**src/rtl/adder_serial_nbit.sv**
```systemverilog
`default_nettype none
// ============================================================================
//  Module   : adder_serial_nbit
//  Purpose  : Multi-cycle adder. Computes a + b + carry_in over BIT_WIDTH
//             bits, CHUNK_WIDTH bits per clock, LSB chunk first. A registered
//             carry links the chunks. A start/busy/done handshake frames each
//             operation.
//  Ports    : clk      - system clock, rising edge
//             n_rst    - asynchronous active-low reset
//             start    - request a new add (accepted in IDLE or DONE)
//             a, b     - BIT_WIDTH operands, latched on acceptance
//             carry_in - carry into bit 0, latched on acceptance
//             sum      - registered result, held until the next completion
//             overflow - registered flag (unsigned carry or signed overflow)
//             busy     - high while chunks are being processed
//             done     - one-cycle pulse when sum/overflow become valid
//  Revision : 1.0 - initial release
// ============================================================================
module adder_serial_nbit #(
  parameter int BIT_WIDTH   = 16,
  parameter int CHUNK_WIDTH = 4,
  parameter bit SIGNED_OVF  = 1'b0
) (
  input  logic                 clk,
  input  logic                 n_rst,
  input  logic                 start,
  input  logic [BIT_WIDTH-1:0] a,
  input  logic [BIT_WIDTH-1:0] b,
  input  logic                 carry_in,
  output logic [BIT_WIDTH-1:0] sum,
  output logic                 overflow,
  output logic                 busy,
  output logic                 done
);

  localparam int NUM_CHUNKS = BIT_WIDTH / CHUNK_WIDTH;
  localparam int CNT_W      = (NUM_CHUNKS > 1) ? $clog2(NUM_CHUNKS) : 1;
  localparam logic [CNT_W-1:0] LAST_CHUNK = CNT_W'(NUM_CHUNKS - 1);

  typedef enum logic [1:0] {
    S_IDLE = 2'd0,
    S_ADD  = 2'd1,
    S_DONE = 2'd2
  } state_t;

  state_t               state_q, state_d;
  logic [BIT_WIDTH-1:0] a_q, a_d;
  logic [BIT_WIDTH-1:0] b_q, b_d;
  logic                 carry_q, carry_d;
  logic                 a_msb_q, a_msb_d;
  logic                 b_msb_q, b_msb_d;
  logic [CNT_W-1:0]     cnt_q, cnt_d;
  logic [BIT_WIDTH-1:0] work_q, work_d;
  logic [BIT_WIDTH-1:0] sum_q, sum_d;
  logic                 ovf_q, ovf_d;

  logic [CHUNK_WIDTH:0] w_chunk_sum;
  logic [BIT_WIDTH-1:0] w_work_next;
  logic                 w_ovf_signed;
  logic                 w_accept;

  // Operand registers shift right one chunk per cycle, so the chunk being
  // added is always in the low CHUNK_WIDTH bits (no variable part-select).
  // The original sign bits are kept separately for the signed overflow test.
  assign w_chunk_sum = {1'b0, a_q[CHUNK_WIDTH-1:0]}
                     + {1'b0, b_q[CHUNK_WIDTH-1:0]}
                     + {{CHUNK_WIDTH{1'b0}}, carry_q};

  // Result chunks enter the working register from the top and shift down,
  // so after the last chunk the register holds the full sum in place.
  generate
    if (NUM_CHUNKS == 1) begin : g_single_chunk
      assign w_work_next = w_chunk_sum[CHUNK_WIDTH-1:0];
    end else begin : g_multi_chunk
      assign w_work_next = {w_chunk_sum[CHUNK_WIDTH-1:0],
                            work_q[BIT_WIDTH-1:CHUNK_WIDTH]};
    end
  endgenerate

  assign w_ovf_signed = (a_msb_q == b_msb_q) && (w_work_next[BIT_WIDTH-1] != a_msb_q);
  assign w_accept     = start && ((state_q == S_IDLE) || (state_q == S_DONE));

  always_comb begin
    state_d = state_q;
    a_d     = a_q;
    b_d     = b_q;
    carry_d = carry_q;
    a_msb_d = a_msb_q;
    b_msb_d = b_msb_q;
    cnt_d   = cnt_q;
    work_d  = work_q;
    sum_d   = sum_q;
    ovf_d   = ovf_q;

    case (state_q)
      S_ADD: begin
        a_d     = a_q >> CHUNK_WIDTH;
        b_d     = b_q >> CHUNK_WIDTH;
        carry_d = w_chunk_sum[CHUNK_WIDTH];
        work_d  = w_work_next;
        cnt_d   = cnt_q + 1'b1;
        if (cnt_q == LAST_CHUNK) begin
          sum_d   = w_work_next;
          ovf_d   = SIGNED_OVF ? w_ovf_signed : w_chunk_sum[CHUNK_WIDTH];
          cnt_d   = '0;
          state_d = S_DONE;
        end
      end
      S_DONE: begin
        state_d = S_IDLE;
      end
      default: begin
        state_d = S_IDLE;
      end
    endcase

    // Acceptance is legal from IDLE and from DONE (back-to-back operation).
    if (w_accept) begin
      a_d     = a;
      b_d     = b;
      carry_d = carry_in;
      a_msb_d = a[BIT_WIDTH-1];
      b_msb_d = b[BIT_WIDTH-1];
      cnt_d   = '0;
      state_d = S_ADD;
    end
  end

  always_ff @(posedge clk or negedge n_rst) begin
    if (!n_rst) begin
      state_q <= S_IDLE;
      a_q     <= '0;
      b_q     <= '0;
      carry_q <= 1'b0;
      a_msb_q <= 1'b0;
      b_msb_q <= 1'b0;
      cnt_q   <= '0;
      work_q  <= '0;
      sum_q   <= '0;
      ovf_q   <= 1'b0;
    end else begin
      state_q <= state_d;
      a_q     <= a_d;
      b_q     <= b_d;
      carry_q <= carry_d;
      a_msb_q <= a_msb_d;
      b_msb_q <= b_msb_d;
      cnt_q   <= cnt_d;
      work_q  <= work_d;
      sum_q   <= sum_d;
      ovf_q   <= ovf_d;
    end
  end

  assign sum      = sum_q;
  assign overflow = ovf_q;
  assign busy     = (state_q == S_ADD);
  assign done     = (state_q == S_DONE);

`ifndef SYNTHESIS
  a_no_x_on_accept : assert property (@(posedge clk) disable iff (!n_rst)
                                      w_accept |-> !$isunknown({a, b, carry_in}))
    else $error("adder_serial_nbit: X/Z on operands when start accepted");
`endif

endmodule
`default_nettype wire

```
**config.mk**
```make
export PLATFORM = sky130hd
export DESIGN_NAME = adder_serial_nbit
export DESIGN_NICKNAME = d
export VERILOG_FILES = /design/src/rtl/adder_serial_nbit.sv
export SDC_FILE = /design/constraint.sdc
export NUM_CORES = 1
export LEC_CHECK = 0
export BUFFER_PORTS_ARGS = -buffer_cell sky130_fd_sc_hd__buf_2
export CORE_MARGIN = 2
export CORE_UTILIZATION = 45
export CTS_BUF_LIST = sky130_fd_sc_hd__clkbuf_4 sky130_fd_sc_hd__clkbuf_8
export CTS_CLUSTER_DIAMETER = 200
export DETAILED_ROUTE_END_ITERATION = 16
export PLACE_DENSITY_LB_ADDON = 0.05
export SLEW_MARGIN = 20
export SYNTH_ARGS = -nofsm -noshare
export SYNTH_HDL_FRONTEND = slang
export SYNTH_SLANG_ARGS = --single-unit
```
**constraint.sdc**
```tcl
create_clock -name clk -period 2.4 [get_ports clk]
set_clock_uncertainty 0.05 [all_clocks]
set_input_delay 0.24 -clock clk [delete_from_list [all_inputs] [get_ports clk]]
set_output_delay 0.24 -clock clk [all_outputs]
set_load 0.03 [all_outputs]
```
# Word level (Yosys, flattened, before mapping)
# Cells that the tools add are included.
[op_classes]
div_mod_pow = 0
eq_ne = 4
add_sub_neg = 3
n_lt_le_gt_ge = 0
bitwise_logic = 0
shifts = 0
mux = 12
multipliers = 0
n_reduce_logical = 5
[op_table]
columns = ["operator", "count"]
rows = [
  ["16-bit two-way mux", 4],
  ["2-bit two-way mux", 6],
  ["4-bit by 4-bit adder with 5-bit output", 1],
  ["5-bit by 1-bit adder with 5-bit output", 1],
  ["2-bit equality test (second input constant)", 2],
  ["3-bit by 1-bit != test with 1-bit output (second input constant)", 1],
  ["2-bit by 1-bit adder with 2-bit output (second input constant)", 1],
  ["2-bit by 1-bit equality test with 1-bit output (second input constant)", 1],
  ["2-bit zero test", 1],
  ["1-bit two-way mux", 2],
  ["2-bit AND reduction", 1],
  ["2-bit nonzero test", 1],
  ["1-bit logical AND", 1],
  ["1-bit logical OR", 1],
]
[totals]
ramBits = 0
romBits = 0
elab_cells = 32
register_bits = 70
mem_count = 0
latch_bits = 0

# Longest topological paths before layout
# Gate-level depths: netlist of the first run.
[depth]
ltp_word = 4
mapped_depth = 7
mapped_depth_nobuf = 5

# Worst setup path after synthesis of the first run
# OpenSTA, ideal clock, no wires.
[synth_path]
path_type = "reg-to-reg"
startpoint = "reg a_q[0]"
endpoint = "reg ovf_q (netlist: overflow)"
arrival_ps = 1615
setup_slack_ps = 607
t_required_ps = 2222
synth_period_minus_slack_ps = 1793
stages_incl_launch_ff = 6
path_buffers = 0
setup_time_ps = 128
path_cell_list = "dfrtp_1 fa_1 fa_1 a21o_1 a21oi_1 o21ai_0"
[synth_via]
elab_chain_cells = 2
[synth_lines]
columns = ["element", "line", "source"]
rows = [
  ["start: declaration", "47", "logic [BIT_WIDTH-1:0] a_q, a_d;"],
  ["start signal: assignment", "132", "a_q <= '0;"],
  ["start signal: assignment", "143", "a_q <= a_d;"],
  ["4-bit by 4-bit adder with 5-bit output", "66", "+ {1'b0, b_q[CHUNK_WIDTH-1:0]}"],
  ["5-bit by 1-bit adder with 5-bit output", "67", "+ {{CHUNK_WIDTH{1'b0}}, carry_q};"],
  ["end signal: assignment", "151", "ovf_q <= ovf_d;"],
  ["end: declaration", "55", "logic ovf_q, ovf_d;"],
]
# No other way between the ends.
# A chain may end at the register's enable or synchronous reset.

# Final worst setup path of the first run
[layout_path]
startpoint = "reg state_q[1]"
endpoint = "out busy"
[layout_via]
elab_chain_cells = 1
[layout_lines]
columns = ["element", "line", "source"]
rows = [
  ["start: declaration", "46", "state_t state_q, state_d;"],
  ["start signal: assignment", "142", "state_q <= state_d;"],
  ["2-bit by 1-bit equality test with 1-bit output", "157", "assign busy = (state_q == S_ADD);"],
  ["end: declaration", "32", "output logic busy,"],
]
# No other way between the ends.

==> summary.md, run 1 <==
| Metric | Value |
|---|---|
| Cell variety after synth | `30` |
| Critical path startpoint category | `flip-flop` |
| Switching Share | `40.3%` |
| Critical path arrival | `1700 ps` |
| Setup slack, reg-to-reg | `500 ps` |
| DR DRC count | `0` |
| Rows | `28` |
| Grt total ovfl | `0` |
| Vias in the first global route | `2051` |
| Achievable Freq | `502 MHz` |
| Slew Limit Fails | `0` |
| Die area | `6830 um^2` |
| Worst reg2reg path endpoint | `carry_q` |
| Critical path depth | `3` |
| Final setup TNS | `0 ps` |
| Tmin final | `1990 ps` |
| Die width | `82.7 um` |
| Layout fillers | `580` |
| Mapped Area | `2780 um^2` |
| Layout cells sized above 1 | `29.8%` |
| VDD IR max | `0.977 mV` |
| Unrepaired setup endpoints after global routing | `no` |
| Asr flop ratio synth | `100%` |
| Worst-Skew Late Latency | `330 ps` |
| Buffers & Inverters on Critical Path | `2` |
| Final period util | `83.0%` |
| Critical path peak fanout | `35` |
| Root buffer cell | `clkbuf_8` |
| Clk network pwr share | `17.9%` |
| Cts repair resizes | `0` |
| CTS max path bufs | `2` |
| GR peak layer | `met2` |
| Reg2reg start | `a_q[0]` |
| Initial Util | `46.7%` |
| Most frequent cells in the layout | `66 x nand2_1, 66 x dfrtp_1, 54 x buf_2, 14 x mux2_2, 13 x nor2_1` |
| Initial antenna violation count | `0` |
| CP delay by family, top | `buffers and inverters` |
| Fin util | `55.2%` |
| Vias post-DR | `2042` |
| Sequential area share after synthesis | `59.3%` |
| Net Sw Power | `0.00199 W` |
| Mapped Avg Cell Area | `10.9 um^2` |
| Top Ports | `55` |
| Gpl congestion | `0.697` |
| Total CTS buffers | `9` |
| GRT met1 Usage | `26.3%` |
| Number of port buffers | `54` |
| MaxCap Viol Count | `0` |
| Vias per cell | `5.24` |
| Synth Net Count | `298` |
| Post-CTS setup buffers | `0` |
| Outcome | `complete, no violations` |
| CP max-delay cell | `inv_2` |
| N_diodes | `0` |
| R2R depth | `5` |
| Total Routed Length | `5.72 mm` |
| Router iterations before antenna repair | `5` |
| Largest net degree at the start of global routing | `67` |
| Reg power frac | `39.4%` |
| Worst-path clk slew | `70 ps` |
| Power Dens Cells | `1500 nW/um^2` |
| Routed Antenna Nets | `0` |
| Ys flop type | `dfrtp_1` |
| Synth Register Bits | `66` |
| Post-CTS Hold Fix Bufs | `0` |
| Wire length per cell | `14.7 um` |
| Final setup viols | `0` |
| DP HPWL | `3.59 mm` |
| Leak | `1.66 nW` |
| Hold crit path type | `primary input to async pin` |
| Crit path largest cell delay | `510 ps` |
| EDFF count, synth | `0` |
| CP cell instances | `nand2b_1 -> inv_2 -> buf_2` |
| Final #Nets | `352` |
| Mapped Cells | `256` |
| Gr usage total | `19.3%` |
| CTS tree | `built` |
| First-pass GRT wire length | `9.69 mm` |
| Layout area overhead | `18.0%` |
| H-tree depth | `3` |
| Clock sink total | `66` |
| Slew headroom | `44.0%` |
| Slew of the pin with the lowest slew margin | `840 ps` |
| Core Area | `5960 um^2` |
| CP Capture Type | `primary output` |
| Final hold viol count | `0` |
| Met2 Resource Use GR | `29.4%` |
| Required @ worst endpoint | `2110 ps` |
| Iteration-0 DRC Markers | `61` |
| WS Path Type | `flip-flop to primary output` |
| Yosys warnings | `0` |
| Comb power frac | `42.7%` |
| GR met3 Demand/Resource | `4.46%` |
| Die H | `82.7 um` |
| Internal | `0.00295 W` |
## how the worst max path moves through the flow
stage	end	startpoint
floorplan	overflow	a_q[0]
global placement	carry_q	a_q[0]
detailed placement	carry_q	a_q[0]
CTS	busy	state_q[1]
global route	busy	state_q[1]
finish	busy	state_q[1]
## synth_stat cells, types with 2 or more instances
master | count | share of area, %
a22oi_1 | 11 | 3.0
nand2b_1 | 2 | 0.45
dfrtp_1 | 66 | 59
nand2_1 | 66 | 8.9
nor2_1 | 13 | 1.8
nor2b_1 | 2 | 0.45
fa_1 | 2 | 1.4
mux2i_1 | 2 | 0.72
a21oi_1 | 3 | 0.54
buf_2 | 11 | 2.0
mux2_2 | 14 | 5.7
o22ai_1 | 4 | 0.90
a21o_1 | 2 | 0.54
clkbuf_1 | 2 | 0.27
a22o_1 | 8 | 2.5
ha_1 | 4 | 1.8
buf_6 | 2 | 0.81
buf_4 | 3 | 0.81
nor3_1 | 5 | 0.90
a31oi_1 | 9 | 2.0
nand3_1 | 12 | 2.2
o31ai_1 | 2 | 0.54
o21ai_0 | 4 | 0.72
## power groups by stage
stage / Clock (W) / Combinational [W] / Sequential, W
floorplan: 0 / 0.00142 / 0.00218
global placement: 0 / 0.00209 / 0.00195
detailed placement: 0 / 0.00213 / 0.00197
CTS: 0.000906 / 0.00215 / 0.00195
global route: 0.000970 / 0.00240 / 0.00202
finish: 0.000885 / 0.00211 / 0.00194
## sequential cells by signal, indices dropped and copies added, names as in the netlist
register  cells
a_q          16
b_q          16
carry_q       1
cnt_q         2
overflow      1
state_q       2
sum          16
work_q       12
## metal layers
| metal | routed length, um | vias to the layer above |
|---|---|---|
| met5 | 0 | - |
| met1 | 2760 | 994 |
| met4 | 77 | 0 |
| met3 | 263 | 6 |
| li1 | - | 989 |
| met2 | 2620 | 53 |
## cell families after synthesis
family,synth area share [%]
fa+ha+maj,3.24
flops,59.3
mux,6.38
simple gates,15.6
buf+inv,4.13
xor+xnor,0.315
compound gates,11.0
## layout make-up
cell class | count | area (um^2) | share of cell area [%]
Sequential cell | 66 | 1650 | 50.3
Multi-Input combinational cell | 170 | 1020 | 31.0
Timing Repair Buffer | 61 | 323 | 9.82
Clock buffer | 14 | 180 | 5.48
Tap cell | 75 | 93.8 | 2.86
Clock inverter | 2 | 10.0 | 0.305
Inverter | 2 | 7.51 | 0.228
## metrics by stage
step	hold WS [ps]	cells	area [um^2]	power, W	setup slack, ps
after global routing	62.3	390	3290	0.00540	305
after CTS	54.4	390	3290	0.00500	377
after detailed placement	408	374	3100	0.00411	508
after global placement	406	374	3100	0.00405	535
after floorplan	-106	256	2780	0.00360	607
final	42.4	390	3290	0.00494	408
(Power assumes the default switching activity.)
==> inputs of run 2 (changes only) <==
==> constraint.sdc (replaced) <==
create_clock -name clk -period 1.66 [get_ports clk]
set_clock_uncertainty 0.05 [all_clocks]
set_input_delay 0.166 -clock clk [delete_from_list [all_inputs] [get_ports clk]]
set_output_delay 0.166 -clock clk [all_outputs]
set_load 0.03 [all_outputs]
==> run 2 against run 1 <==
Effect of this change:
- the flow now finishes with violations (negative setup slack)
- largest power group unchanged
- register-to-register slack lost 580 ps
- via count grew 4.6%
- combinational power grew 64%
- first-iteration DRC count grew 56%
- die area is the same
==> summary.md, run 2 (synthesized netlist as in run 1, its figures left out) <==
| Metric | Value |
|---|---|
| Worst-path clk slew | `70 ps (about the same)` |
| Critical path startpoint category | `flip-flop` |
| R2R depth | `5 (unchanged)` |
| Vias post-DR | `2136 (+4.6%)` |
| Final setup viols | `3 (+3)` |
| Clock sink total | `66 (unchanged)` |
| Slew of the pin with the lowest slew margin | `349 ps (-492 ps)` |
| Final #Nets | `374 (+6.3%)` |
| Post-route cell area | `3600 um^2 (+9.4%)` |
| Outcome | `complete, but fails checks` |
| MaxCap Viol Count | `0 (unchanged)` |
| Required @ worst endpoint | `1830 ps (-280 ps)` |
| Post-placement cell count | `376 (+0.53%)` |
| Tmin final | `1740 ps` |
| Vias per cell | `5.20 (-0.74%)` |
| CP Capture Type | `flip-flop` |
| Slew Limit Fails | `0 (unchanged)` |
| Final period util | `105%` |
| CP delay by family, top | `adder cells` |
| Power Total | `0.00766 W (+55%)` |
| Most common cell on crit path | `fa_2` |
| Layout area overhead | `29.2%` |
| Vias in the first global route | `2230 (+8.7%)` |
| Iteration-0 DRC Markers | `95 (+56%)` |
| CP cell instances | `fa_2 -> fa_2 -> a21o_1 -> a21oi_2 -> mux2i_1` |
| DR DRC count | `0 (unchanged)` |
| N_diodes | `0 (unchanged)` |
| CP max-delay cell | `dfrtp_1` |
| Worst-Skew Late Latency | `340 ps (about the same)` |
| Achievable Freq | `575 MHz` |
| Layout cells sized above 1 | `31.0% (+1.1 points)` |
| Final std cells w/o fill | `411 (+5.4%)` |
| Routed Antenna Nets | `0 (unchanged)` |
| Pre-CTS setup slack | `-73.0 ps (-581 ps)` |
| Router iterations before antenna repair | `4 (-1)` |
| H-tree depth | `3 (unchanged)` |
| Number of port buffers | `54 (unchanged)` |
| WHS Path Cells | `2` |
| Violated checks | `negative setup slack` |
| Slew headroom | `76.8% (+33 points)` |
| DP HPWL | `3.55 mm (-0.97%)` |
| Crit path largest cell delay | `410 ps (-100 ps)` |
| Buffers & Inverters on Critical Path | `0 (-2)` |
| Most frequent cells in the layout | `66 x nand2_1, 66 x dfrtp_1, 53 x buf_2, 16 x dlygate4sd3_1, 14 x mux2_2` |
| Min setup slack post-route | `-79.1 ps (-487 ps)` |
| Largest net degree at the start of global routing | `67 (unchanged)` |
| Die area | `6830 um^2 (unchanged)` |
| Unrepaired setup endpoints after global routing | `yes` |
| Rows | `28 (unchanged)` |
| Critical path depth | `5 (+2)` |
| Area of placed instances | `3170 um^2 (+2.4%)` |
| Total Routed Length | `5.79 mm (+1.2%)` |
| CTS max path bufs | `2 (unchanged)` |
| Die width | `82.7 um (unchanged)` |
| Critical path arrival | `1910 ps (+210 ps)` |
| Root buffer cell | `clkbuf_8` |
| Initial antenna violation count | `0 (unchanged)` |
| First-pass GRT wire length | `9.86 mm (+1.8%)` |
| Grt total ovfl | `0 (unchanged)` |
| VDD IR max | `1.11 mV (+14%)` |
| WS Path Type | `flip-flop to flip-flop` |
| Fin util | `60.4% (+5.2 points)` |
| Leak | `1.79 nW (+7.9%)` |
| Critical path peak fanout | `2 (-94%)` |
| Final hold viol count | `0 (unchanged)` |
| Total CTS buffers | `9 (unchanged)` |
| Die H | `82.7 um (unchanged)` |
| CTS tree | `built` |
| Hold crit path type | `primary input to flip-flop` |
| Top Ports | `55 (unchanged)` |
| Wire length per cell | `14.1 um (-3.9%)` |
| Initial Util | `46.7% (unchanged)` |
| Core Area | `5960 um^2 (unchanged)` |
| Gr usage total | `19.3% (about the same)` |
| Power Dens Cells | `2130 nW/um^2 (+42%)` |
| Gpl congestion | `0.758 (+8.7%)` |
==> run 2: changes by cell type in the layout (fill, tap and decap cells not counted), sizes merged <==
cell	before	now
bufinv	0	1
clkinv	2	1
dlygate4sd3	0	16
buf	61	66
==> run 2: path summary, 6_finish.rpt <==
path / slack, ps / end / start
setup / recovery: -80 / carry_q / carry_q
hold / removal: 0.9 / a_q[13] / a[13]
setup reg to reg: -80 / carry_q / carry_q
hold reg to reg: 430 / work_q[4] / work_q[4]
max in group asynchronous: 960 / a_q[11] / n_rst
min in group asynchronous: 310 / sum[5] / n_rst
==> run 2: power breakdown <==
group | switching, W | internal [W] | leakage (nW)
clock network | 0.000572 | 0.000823 | 0.109
logic | 0.00197 | 0.00148 | 0.866
registers | 0.000428 | 0.00238 | 0.818
total | 0.00297 | 0.00468 | 1.79
==> run 2: repair_timing <==
item,in CTS,in global routing
setup buffers,2,1
endpoints found under the hold margin,80,1
hold buffers,15,1
resized for setup,1,3
gates cloned,0,1
pin swaps,1,2
endpoints found under the setup margin,4,6
==> run 2: area by class of cell <==
type / instances / area [um^2]
fill: 514 / 2360
sequential: 66 / 1650
multi-input combinational: 170 / 1040
timing repair buffer: 83 / 598
clock buffer: 13 / 173
tap: 75 / 93.8
clock inverter: 2 / 35.0
inverter: 2 / 7.51
==> run 2: routing by layer <==
| metal | vias up | part of all wire, % | wire [um] | global-route usage, % |
|---|---|---|---|---|
| met5 | - | 0 | 0 | 0 |
| met3 | 11 | 4.8 | 279 | 6.30 |
| met1 | 1041 | 44 | 2570 | 23.0 |
| li1 | 1029 | - | - | - |
| met4 | 0 | 1.4 | 81 | 6.72 |
| met2 | 55 | 49 | 2860 | 32.9 |
==> run 2: stage by stage <==
stage,setup TNS (ps),hold WS (ps)
6_report,-168,0.910
2_1_floorplan,0,-180
3_3_place_gp,-89.7,166
5_1_grt,-424,7.53
3_5_place_dp,-144,163
4_1_cts,-150,0.650
==> inputs of run 3 (changes only) <==
==> constraint.sdc (replaced) <==
create_clock -name clk -period 1.66 [get_ports clk]
set_clock_uncertainty 0.05 [all_clocks]
set_input_delay 0.166 -clock clk [delete_from_list [all_inputs] [get_ports clk]]
set_output_delay 0.166 -clock clk [all_outputs]
set_load 0.1 [all_outputs]
==> run 3 against run 2 <==
Effect of this change:
- the run still ends with negative setup slack left
- final cell count down 0.24%
- fmax down 0.36%
- register-to-register slack about the same
- design area up 0.10%
==> summary.md, run 3 (synthesized netlist as in run 1, its figures left out) <==
| Metric | Value |
|---|---|
| Layout cells sized above 1 | `30.7% (-0.21 points)` |
| Total CTS buffers | `9 (unchanged)` |
| Initial antenna violation count | `0 (unchanged)` |
| Die H | `82.7 um (unchanged)` |
| Die width | `82.7 um (unchanged)` |
| Final #Nets | `372 (-0.53%)` |
| Grt total ovfl | `0 (unchanged)` |
| Slew Limit Fails | `0 (unchanged)` |
| Gr usage total | `19.5% (+0.17 points)` |
| Met2 WL | `2.73 mm (-4.5%)` |
| Violated checks | `negative setup slack` |
| CTS tree | `built` |
| Vias in the first global route | `2102 (-5.7%)` |
| Final period util | `105% (+0.38 points)` |
| Wire length on met1 | `2.76 mm (+7.3%)` |
| Slew of the pin with the lowest slew margin | `491 ps (+142 ps)` |
| Wire length per cell | `14.3 um (+1.1%)` |
| Largest net degree at the start of global routing | `67 (unchanged)` |
| Hold crit path type | `primary input to flip-flop` |
| Total Routed Length | `5.84 mm (+0.90%)` |
| Gpl congestion | `0.715 (-5.7%)` |
| Clock sink total | `66 (unchanged)` |
| Final hold slack | `2.73 ps (+1.83 ps)` |
| Rows | `28 (unchanged)` |
| Required @ worst endpoint | `1820 ps (about the same)` |
| Worst-path clk slew | `70 ps (about the same)` |
| First-pass GRT wire length | `9.90 mm (+0.42%)` |
| Outcome | `complete, but fails checks` |
| Highest routed layer | `met4` |
| Final setup viols | `3 (unchanged)` |
| Met3 wire length | `244 um (-13%)` |
| CP Capture Type | `flip-flop` |
| Number of port buffers | `54 (unchanged)` |
| DR DRC count | `0 (unchanged)` |
| Core Area | `5960 um^2 (unchanged)` |
| Die area | `6830 um^2 (unchanged)` |
| Min setup slack post-route | `-85.3 ps (-6.23 ps)` |
| WS Path Type | `flip-flop to flip-flop` |
| Most frequent cells in the layout | `66 x nand2_1, 66 x dfrtp_1, 53 x buf_2, 15 x dlygate4sd3_1, 14 x mux2_2` |
| Tmin final | `1750 ps (+6.23 ps)` |
| Critical path arrival | `1910 ps (about the same)` |
| Vias post-DR | `2093 (-2.0%)` |
| Routed Antenna Nets | `0 (unchanged)` |
| Achievable Freq | `573 MHz (-0.36%)` |
| Worst-Skew Late Latency | `340 ps (about the same)` |
| Final hold viol count | `0 (unchanged)` |
| CTS max path bufs | `2 (unchanged)` |
| Initial Util | `46.7% (unchanged)` |
| H-tree depth | `3 (unchanged)` |
| Layout area overhead | `29.3%` |
| Router iterations before antenna repair | `5 (+1)` |
| Critical path peak fanout | `2 (unchanged)` |
| Unrepaired setup endpoints after global routing | `yes` |
| N_diodes | `0 (unchanged)` |
| Root buffer cell | `clkbuf_8` |
| DP HPWL | `3.65 mm (+2.7%)` |
| Vias per cell | `5.10 (-1.8%)` |
| Critical path startpoint category | `flip-flop` |
| MaxCap Viol Count | `0 (unchanged)` |
| Slew headroom | `67.5% (-9.3 points)` |
| Top Ports | `55 (unchanged)` |
| Iteration-0 DRC Markers | `141 (+48%)` |
run 3: layout make-up:
class / count / area [um^2]
Clock buffer: 11 / 145
Clock inverter: 5 / 77.6
Fill cell: 524 / 2360
Inverter: 2 / 7.51
Multi-Input combinational cell: 170 / 1030
Sequential cell: 66 / 1650
Tap cell: 75 / 93.8
Timing Repair Buffer: 81 / 593
run 3: through the flow:
stage	util (%)	worst slack (ps)	cell area, um^2	std cells	setup TNS [ps]
2_1_floorplan	-	3.86	2800	256	0
3_3_place_gp	53.4	-48.3	3180	377	-92.8
3_5_place_dp	53.4	-61.0	3180	377	-116
4_1_cts	59.7	-77.9	3560	408	-158
5_1_grt	60.4	-134	3600	410	-428
6_report	60.4	-85.3	3600	410	-148
run 3: worst max-delay path, cell delays in order (launching register included):
cell     delay, ps
dfrtp_1        400
fa_2           410
fa_2           360
a21o_1         170
a21oi_2        140
mux2i_1         80
run 3: metal layers:
metal,GRT usage (%),vias to the layer above
met3,4.35,9
met2,31.0,45
met5,0,-
li1,-,1025
met1,25.9,1014
met4,7.87,0
run 3: final timing paths:
check	start	end	slack, ps	depth (start not counted)
min in group asynchronous	n_rst	work_q[6]	300	3
worst min-delay path	a[15]	a_q[15]	3	3
worst max-delay path	carry_q	carry_q	-90	5
worst max register to register	carry_q	carry_q	-90	5
max in group asynchronous	n_rst	state_q[0]	940	3
worst min register to register	work_q[4]	work_q[4]	430	2
run 3: timing repair:
action                                 4_1_cts  5_1_grt
hold buffers                                15        0
setup buffers                                0        1
gates cloned                                 0        1
endpoints found under the hold margin       80        0
gates resized for setup                      1        3
setup endpoints to repair                    4        6
Power of run 3 is left out: the tool's default activity adds up to more than one toggle a clock period on the data nets, which glitch-free logic cannot reach.
